`src/rtl/pad_encoder4.sv`:
```
// Four-line pad encoder: synchronizes and debounces four raw pad lines, then
// encodes each debounced press into a 2-bit index held under a valid/ack handshake.
module pad_encoder4 #(
  parameter int unsigned DEBOUNCE_CYCLES = 4
) (
  input  logic       clk,
  input  logic       rst_n,
  input  logic [3:0] Din,
  input  logic       Ack,
  output logic [1:0] Code,
  output logic       Valid,
  output logic       Overrun
);

  typedef enum logic {IDLE, HOLD} state_t;

  localparam logic [7:0] LAST_CNT = 8'(DEBOUNCE_CYCLES - 1);

  state_t     state;
  logic [3:0] sync1;
  logic [3:0] s;
  logic [3:0] db;
  logic [7:0] cnt [4];

  logic [3:0] press;
  logic       any_press;
  logic       multi_press;
  logic [1:0] win_idx;
  logic       drop;

  // Two-flop synchronizer; the first stage may go metastable, only s is used.
  always_ff @(posedge clk or negedge rst_n) begin
    if (!rst_n) begin
      sync1 <= '0;
      s     <= '0;
    end else begin
      // NOTE: sequential state uses <= so every flop samples pre-edge values.
      sync1 <= Din;
      s     <= sync1;
    end
  end

  // NOTE: the counter array is tiny and must start at zero, so it is reset like plain flops.
  always_ff @(posedge clk or negedge rst_n) begin
    if (!rst_n) begin
      db <= '0;
      for (int i = 0; i < 4; i++) cnt[i] <= '0;
    end else begin
      for (int i = 0; i < 4; i++) begin
        if (s[i] == db[i]) begin
          cnt[i] <= '0;
        end else if (cnt[i] == LAST_CNT) begin
          db[i]  <= s[i];
          cnt[i] <= '0;
        end else begin
          cnt[i] <= cnt[i] + 8'd1;
        end
      end
    end
  end

  always_comb begin
    // NOTE: every combinational output gets a default first so no latch is inferred.
    press = '0;
    for (int i = 0; i < 4; i++) begin
      press[i] = s[i] & ~db[i] & (cnt[i] == LAST_CNT);
    end
  end

  // Highest index wins; any other simultaneous press is a drop.
  always_comb begin
    any_press   = |press;
    multi_press = (press & (press - 4'd1)) != 4'd0;
    if (press[3])      win_idx = 2'd3;
    else if (press[2]) win_idx = 2'd2;
    else if (press[1]) win_idx = 2'd1;
    else               win_idx = 2'd0;
  end

  always_comb begin
    drop = 1'b0;
    if (any_press) begin
      if (state == HOLD && !Ack) drop = 1'b1;
      else                       drop = multi_press;
    end
  end

  always_ff @(posedge clk or negedge rst_n) begin
    if (!rst_n) begin
      state   <= IDLE;
      Code    <= '0;
      Valid   <= 1'b0;
      Overrun <= 1'b0;
    end else begin
      Overrun <= drop;
      case (state)
        IDLE: begin
          if (any_press) begin
            Code  <= win_idx;
            Valid <= 1'b1;
            state <= HOLD;
          end
        end
        HOLD: begin
          if (Ack) begin
            if (any_press) begin
              Code <= win_idx;
            end else begin
              Valid <= 1'b0;
              state <= IDLE;
            end
          end
        end
        default: begin
          state <= IDLE;
          Valid <= 1'b0;
        end
      endcase
    end
  end

endmodule

```
`config.mk`:
```
export PLATFORM = sky130hd
export DESIGN_NAME = pad_encoder4
export DESIGN_NICKNAME = d
export VERILOG_FILES = /design/src/rtl/pad_encoder4.sv
export SDC_FILE = /design/constraint.sdc
export NUM_CORES = 1
export LEC_CHECK = 0
export ABC_AREA = 1
export CORE_MARGIN = 4
export CORE_UTILIZATION = 55
export CTS_CLUSTER_DIAMETER = 150
export DETAILED_ROUTE_END_ITERATION = 10
export GPL_ROUTABILITY_DRIVEN = 0
export PLACE_DENSITY = 0.84
export SETUP_SLACK_MARGIN = 0.2
export SYNTH_ARGS = -nofsm -noshare
export SYNTH_HDL_FRONTEND = slang
export SYNTH_SLANG_ARGS = --single-unit
export TNS_END_PERCENT = 30
```
`constraint.sdc`:
```
create_clock -name clk -period 1.7 [get_ports clk]
set_input_delay 0.425 -clock clk [delete_from_list [all_inputs] [get_ports clk]]
set_output_delay 0.425 -clock clk [all_outputs]
set_load 0.005 [all_outputs]
```
Yosys cells after proc, flatten, opt, wreduce, memory -nomap -nowiden
Cells that the tools add are included.
Widths: inputs -> output; s select.

cells by class
  bitwise gates (word level) = 18
  muxes and demuxes = 23
  equality and inequality tests = 11
  reductions and logical operators = 9
  add/subtract/negate cells = 5

operator list
  cell                 count
  $mux 8               8
  $add 8x1->8 const B  4
  $eq 8x2->1 const B   4
  $not 1->1            9
  $and 1x1->1          8
  $mux 1               8
  $mux 2               4
  $reduce_and 2->1     4
  $ne 2x2->1 const B   3
  $and 4x4->4          1
  $eq 1x1->1           4
  $pmux 1 s2           2
  $pmux 2 s2           1
  $reduce_bool 4->1    1
  $reduce_or 4->1      1
  $sub 4x1->4 const B  1
  $reduce_and 3->1     1
  $logic_and 1x1->1    1
  $logic_not 1->1      1

storage, ports and cells
  logic and storage cells = 80
  register bits after elaboration = 49
  bits of input ports = 7

Depth between registers and ports, before layout
Gate-level depths: netlist (run 1).

  depth after elaboration = 9
  gate-level depth with buffers = 9
  depth with buffers taken out = 9

Worst setup path before layout (run 1)
Ideal clock, no wire load.

  path kind = reg-to-reg
  start point = register cnt[8] (netlist bit)
  end point = register Valid
  slack = 0.375 ns
  period minus slack after synthesis = 1.325 ns
  library setup time = 0.116 ns
  data arrival time = 1.210 ns
  cell stages (with the launch flop) = 10
  path buffers = 0
  required time = 1.584 ns
  cell sequence = dfrtp_1 > ha_1 > nand2_1 > nor2_1 > nand3_2 > nand2_2 > nor2_2 > nand2_2 > nor2_2 > nor2_1

between the ends
  cells in the longest elaborated chain, start to end = 5

RTL lines
  item                                 RTL line  text
  start, declared                      23        logic [7:0] cnt [4];
  start signal, assigned by index      56        cnt[i] <= cnt[i] + 8'd1;
  $eq 8x2->1 *                         66        press[i] = s[i] & ~db[i] & (cnt[i] == LAST_CNT);
  $and 1x1->1 *                        66
  $reduce_or 4->1 *                    72        any_press = |press;
  $ne 2x2->1 (no source line)          n/a
  $reduce_and 3->1 (no source line) *  n/a
  end signal, assigned                 92        Valid <= 1'b0;
  end signal, assigned                 100       Valid <= 1'b1;
  end signal, assigned                 109       Valid <= 1'b0;
  end, declared                        11        output logic Valid,

Mark *: on every way between the ends. The rest lies on a longest branch, timed or not.
A chain may end at the register's enable or synchronous reset.

Worst setup path in the final report (run 1)
  start point = register Overrun
  end point = output Overrun

RTL lines
  item                    RTL line  text
  start, declared         12        output logic Overrun
  start signal, assigned  95        Overrun <= drop;

No word-level cell between the ends.

==> reports/results.tsv, run 1 <==
stage	metric	value	unit
floorplan	die_h	72.1	um
logic_synthesis	ys_types	22	
placed_design	place_area	2440	um^2
global_routing	grt_pass1_wl	6550	um
sta	period_share	92.3	%
worst_setup_path	crit_required	1270	ps
global_routing	overflow	0	
floorplan	io_pins	11	
cells_and_area	final_core_util	64.2	%
floorplan	dieWidth	72.1	um
clock_tree	cts_tree	done	
sta	rsz0062_at_grt	true	
worst_setup_path	cp_data_arrival_time	1140	ps
worst_setup_path	path_delay_family	buffers and inverters	
route	ant_nets	0	
sta	hold_violations	0	
worst_setup_path	critPathKind	flop to output pin	
power_and_ir_drop	power.density	1220	nW/um^2
cells_and_area	final_cell_mix	dfrtp_1, nand2_1, nor2_1	
worst_setup_path	slowest_stage	clkdlybuf4s50_1	
route	drtIter0Drc	88	
logic_synthesis	yosys_register_bits	49	
cells_and_area	layout_commonest_cell	dfrtp_1	
logic_synthesis	synth_xor_area_share	2.71	%
clock_tree	cts.sinks	49	
clock_tree	insertion_delay	300	ps
global_routing	gr-usage-all-layers	15.9	%
placed_design	post-dp-hpwl	2720	um
global_routing	grt_max_degree	50	
clock_tree	hold_buffers	0	
clock_tree	clkTransAtPathRegs	90	ps
cells_and_area	drive_gt1_share	10.4	%
power_and_ir_drop	ir_worst_vdd	0.713	mV
cells_and_area	regArea	1230	um^2
sta	fmax	637	MHz
logic_synthesis	synth_area	2260	um^2
clock_tree	numCtsBuffers	5	
cells_and_area	antenna_cells	0	
clock_tree	htreeDepth	2	
route	routed_wl	3650	um
clock_tree	cts_buffer_depth	2	
logic_synthesis	synth_compound_area_share	4.10	%
worst_setup_path	start_kind	flop	
sta	slew_viol_final	0	
cells_and_area	multi_input_area	868	um^2
route	wl_per_cell	11.1	um
logic_synthesis	muxShareOfSynthArea	0	%
floorplan	dieArea	5200	um^2
placed_design	numPortBuffers	10	
clock_tree	clock-root-buffer	clkbuf_8	
worst_setup_path	crit_chain	clkdlybuf4s50_1	
logic_synthesis	synth_top_family_by_area	simple AND/OR/NAND/NOR gates	
sta	skew	12.5	ps
cells_and_area	fill_cells	307	
floorplan	design.core.area	4000	um^2
worst_setup_path	crit_buf_inv	1	
logic_synthesis	synth_fa_ha_area_share	4.43	%
worst_setup_path	end_kind	output pin	
floorplan	start_util	56.5	%
logic_synthesis	ys_seq_area_share	54.3	%
logic_synthesis	syn_inst	259	
run	drv_cap	0	
logic_synthesis	synth_fp_nets	274	
sta	setup_viol	0	
route	viasPerCell	4.90	
route	first_pass_iters	4	
global_routing	grt_pass1_vias	1605	
cells_and_area	syn_to_final_growth	13.6	%
sta	tightestPinTransition	257	ps
min_path	hp-class	input pin to asynchronous set/reset pin	
route	dr_total_vias	1618	
sta	relSlewSlack	82.8	%
cells_and_area	finish.instance_area	2570	um^2
worst_setup_path	worst-path-max-fanout	1	
logic_synthesis	syn_avg_cell_area	8.72	um^2
logic_synthesis	synthSimpleGateAreaFrac	27.2	%
route	drc	0	
run_status	status	finished, final reports clean	
floorplan	rows	23	
logic_synthesis	yosysWarnings	0	
cells_and_area	final_nets	294	
sta	fin_setup_tns	0	ps
global_routing	antenna_found_initial	0	
worst_setup_path	cpPeakStageDelay	500	ps
power_and_ir_drop	p_leak	0.00131	uW
sta	fin_crit	1570	ps
worst paths after layout:
check	from	endpoint	slack [ps]	cells past startpoint
hold / removal	rst_n	cnt[30]	90	2
min in group clk	sync1[1]	s[1]	350	0
setup reg to reg	cnt[16]	Valid	270	8
setup / recovery	Overrun	Overrun	130	1
hold reg to reg	sync1[1]	s[1]	350	0
max in group asynchronous	rst_n	sync1[1]	1380	2
flip-flops by register name (all words and copies together), names as in the netlist:
name and cells:
sync1 4, db 4, Overrun 1, Code 2, s 4, cnt 32, state 1, Valid 1
cells in the mapped netlist (all sizes together):
| library cell | n | area [um^2] |
|---|---|---|
| xor2 | 4 | 35.0 |
| a31o | 1 | 8.76 |
| xnor2 | 3 | 26.3 |
| ha | 8 | 100 |
| dfrtp | 49 | 1230 |
| nand2 | 51 | 199 |
| a21oi | 6 | 30.0 |
| nor3b | 4 | 35.0 |
| o21ai | 10 | 53.8 |
| nand3 | 14 | 80.1 |
| nor2 | 52 | 205 |
| nand4 | 3 | 25.0 |
| nor3 | 10 | 70.1 |
| inv | 44 | 165 |
power by group:
| part | leakage, uW | internal [uW] | switching, uW |
|---|---|---|---|
| clock | 0.0000554 | 442 | 367 |
| combinational | 0.000605 | 328 | 474 |
| sequential | 0.000649 | 1360 | 149 |
cell families after synthesis:
family          after synthesis
simple gates                134
flops                        49
buf+inv                      44
compound gates               17
fa+ha+maj                     8
xor+xnor                      7
through the flow:
step,total power [uW],hold WS (ps),setup WS [ps],std cells
after floorplan,2050,129,375,259
after CTS,3140,104,72.7,328
after global placement,2280,332,292,320
after global routing,3350,109,74.9,330
final,3120,89.4,130,330
after detailed placement,2330,337,255,320
final cells by class:
cell class                      instances  share of cell area [%]
Timing Repair Buffer                   13                    5.21
Multi-Input combinational cell        166                    33.8
Clock inverter                          2                    1.51
Sequential cell                        49                    47.8
Tap cell                               50                    2.44
Inverter                               44                    6.43
Clock buffer                            6                    2.83
metal layers:
metal | vias to the layer above | share of wire, % | global-route usage (%) | wire length [um]
met2 | 17 | 50 | 28.1 | 1820
met4 | 0 | 0.96 | 5.64 | 35
met5 | - | 0 | 0 | 0
met1 | 757 | 46 | 19.4 | 1700
li1 | 840 | - | - | -
met3 | 4 | 2.6 | 2.91 | 95
repair_timing:
item | 4_1_cts | 5_1_grt
buffers inserted | 0 | 2
setup endpoints to repair | 4 | 7
resized for setup | 1 | 2
No activity file was read; power rests on OpenSTA's default activity.
==> inputs of run 2 (changes only) <==
- CTS_CLUSTER_DIAMETER: 150 -> unset
==> results of run 2 <==
Same layout as run 1: the final DEF is identical, and so are final timing and power.
==> inputs of run 3 (changes only) <==
- CTS_CLUSTER_DIAMETER: unset -> 40
- PLACE_DENSITY: 0.84 -> 0.74
- clock period: 1.7 -> 1.8 ns (I/O delays scaled with it)
==> reports/results.tsv, run 3 (same netlist as run 1, synthesis figures left out) <==
stage	metric	value	unit
floorplan	dieWidth	72.1	um
global_routing	overflow	0	
sta	fin_setup_tns	0	ps
cells_and_area	finish.instance_area	2530	um^2
cells_and_area	largest_register_ffs	32	
clock_tree	clkTransAtPathRegs	80	ps
clock_tree	cts.sinks	49	
floorplan	io_pins	11	
route	ant_nets	0	
worst_setup_path	path_delay_family	buffers and inverters	
floorplan	rows	23	
clock_tree	numCtsBuffers	5	
sta	relSlewSlack	82.8	%
cells_and_area	final_nets	294	
route	routed_wl	3520	um
floorplan	design.core.area	4000	um^2
route	drtIter0Drc	81	
worst_setup_path	cp_data_arrival_time	1150	ps
worst_setup_path	start_kind	flop	
run_status	status	finished, final reports clean	
clock_tree	hold_buffers	0	
clock_tree	cts_buffer_depth	2	
sta	setup_viol	0	
placed_design	place_area	2440	um^2
worst_setup_path	crit_required	1350	ps
route	dr_total_vias	1606	
power_and_ir_drop	p_leak	0.00127	uW
sta	rsz0062_at_grt	true	
clock_tree	insertion_delay	300	ps
route	wl_per_cell	10.7	um
floorplan	die_h	72.1	um
global_routing	antenna_found_initial	0	
cells_and_area	regMostFlops	cnt	
power_and_ir_drop	power.density	1090	nW/um^2
floorplan	dieArea	5200	um^2
global_routing	grt_pass1_vias	1487	
cells_and_area	finalNonFillerCells	328	
power_and_ir_drop	ir_worst_vdd	0.564	mV
route	drc	0	
sta	slew_viol_final	0	
clock_tree	cts_tree	done	
placed_design	post-dp-hpwl	2590	um
worst_setup_path	crit_buf_inv	1	
global_routing	grt_pass1_wl	6290	um
worst_setup_path	critPathKind	flop to output pin	
worst_setup_path	end_kind	output pin	
run	drv_cap	0	
worst_setup_path	slowest_stage	clkdlybuf4s50_1	
worst_setup_path	regToRegSetupSlack	330	ps
floorplan	start_util	56.5	%
cells_and_area	drive_gt1_share	10.1	%
global_routing	gr-usage-all-layers	15.6	%
placed_design	dp.cells	320	
sta	fin_hold_ws	113	ps
sta	hold_violations	0	
sta	tightestPinTransition	258	ps
sta	fmax	626	MHz
cells_and_area	syn_to_final_growth	11.8	%
sta	fin_crit	1600	ps
clock_tree	htreeDepth	2	
worst_setup_path	crit_chain	clkdlybuf4s50_1	
worst_setup_path	worst-path-max-fanout	2	
cells_and_area	fill_cells	329	
route	first_pass_iters	4	
sta	skew	2.57	ps
min_path	hp-class	input pin to asynchronous set/reset pin	
placed_design	numPortBuffers	10	
cells_and_area	final_cell_mix	dfrtp_1, nand2_1, nor2_1	
worst_setup_path	cpPeakStageDelay	500	ps
route	viasPerCell	4.90	
sta	period_share	88.7	%
cells_and_area	layout_commonest_cell	dfrtp_1	
global_routing	grt_max_degree	50	
cells_and_area	antenna_cells	0	
clock_tree	clock-root-buffer	clkbuf_8	
run 3: changes by cell type in the layout (fill, tap and decap cells not counted), sizes merged:
cell and change:
clkdlybuf4s50 +1, dlymetal6s2s -1, clkbuf -1, bufinv -1
run 3: final timing paths:
path / from / end / depth (start not counted)
max in group asynchronous: rst_n / cnt[8] / 2
setup / recovery: Code[1] / Code[1] / 1
hold / removal: rst_n / cnt[13] / 2
setup reg to reg: cnt[16] / Valid / 8
hold reg to reg: sync1[0] / s[0] / 0
min in group clk: sync1[0] / s[0] / 0
run 3: where the power goes:
group / leakage, uW / total, uW / switching (uW) / internal, uW
Clock: 0.0000399 / 583 / 327 / 256
Sequential: 0.000649 / 1430 / 139 / 1290
Combinational: 0.000584 / 736 / 427 / 309
Total: 0.00127 / 2750 / 894 / 1850
run 3: routing by layer:
layer,GRT usage [%],vias to the layer above,part of all wire [%]
met3,4.29,7,3.4
met1,20.3,743,49
met2,24.6,17,46
li1,-,839,-
met4,6.89,0,2.0
met5,0,-,0
run 3: per-stage QoR:
step / utilization (%) / total power [uW] / setup WS [ps]
finish: 63.2 / 2750 / 203
global route: 63.2 / 2960 / 142
CTS: 63.1 / 2790 / 173
detailed placement: 60.9 / 2180 / 348
global placement: 60.9 / 2160 / 378
floorplan: - / 1940 / 475
run 3: timing repair:
item / CTS / global route
setup buffers: 2 / 0
pin swaps: 0 / 0
gates resized for setup: 1 / 1
gates cloned: 0 / 0
endpoints found under the setup margin: 3 / 5
run 3: final cells by class:
cell class	instances	area, um^2	share of cell area [%]
Multi-Input combinational cell	166	868	34.4
Sequential cell	49	1230	48.5
Inverter	44	165	6.53
Timing Repair Buffer	13	131	5.20
Clock inverter	1	5.00	0.198
Clock buffer	5	68.8	2.72
Tap cell	50	62.6	2.48
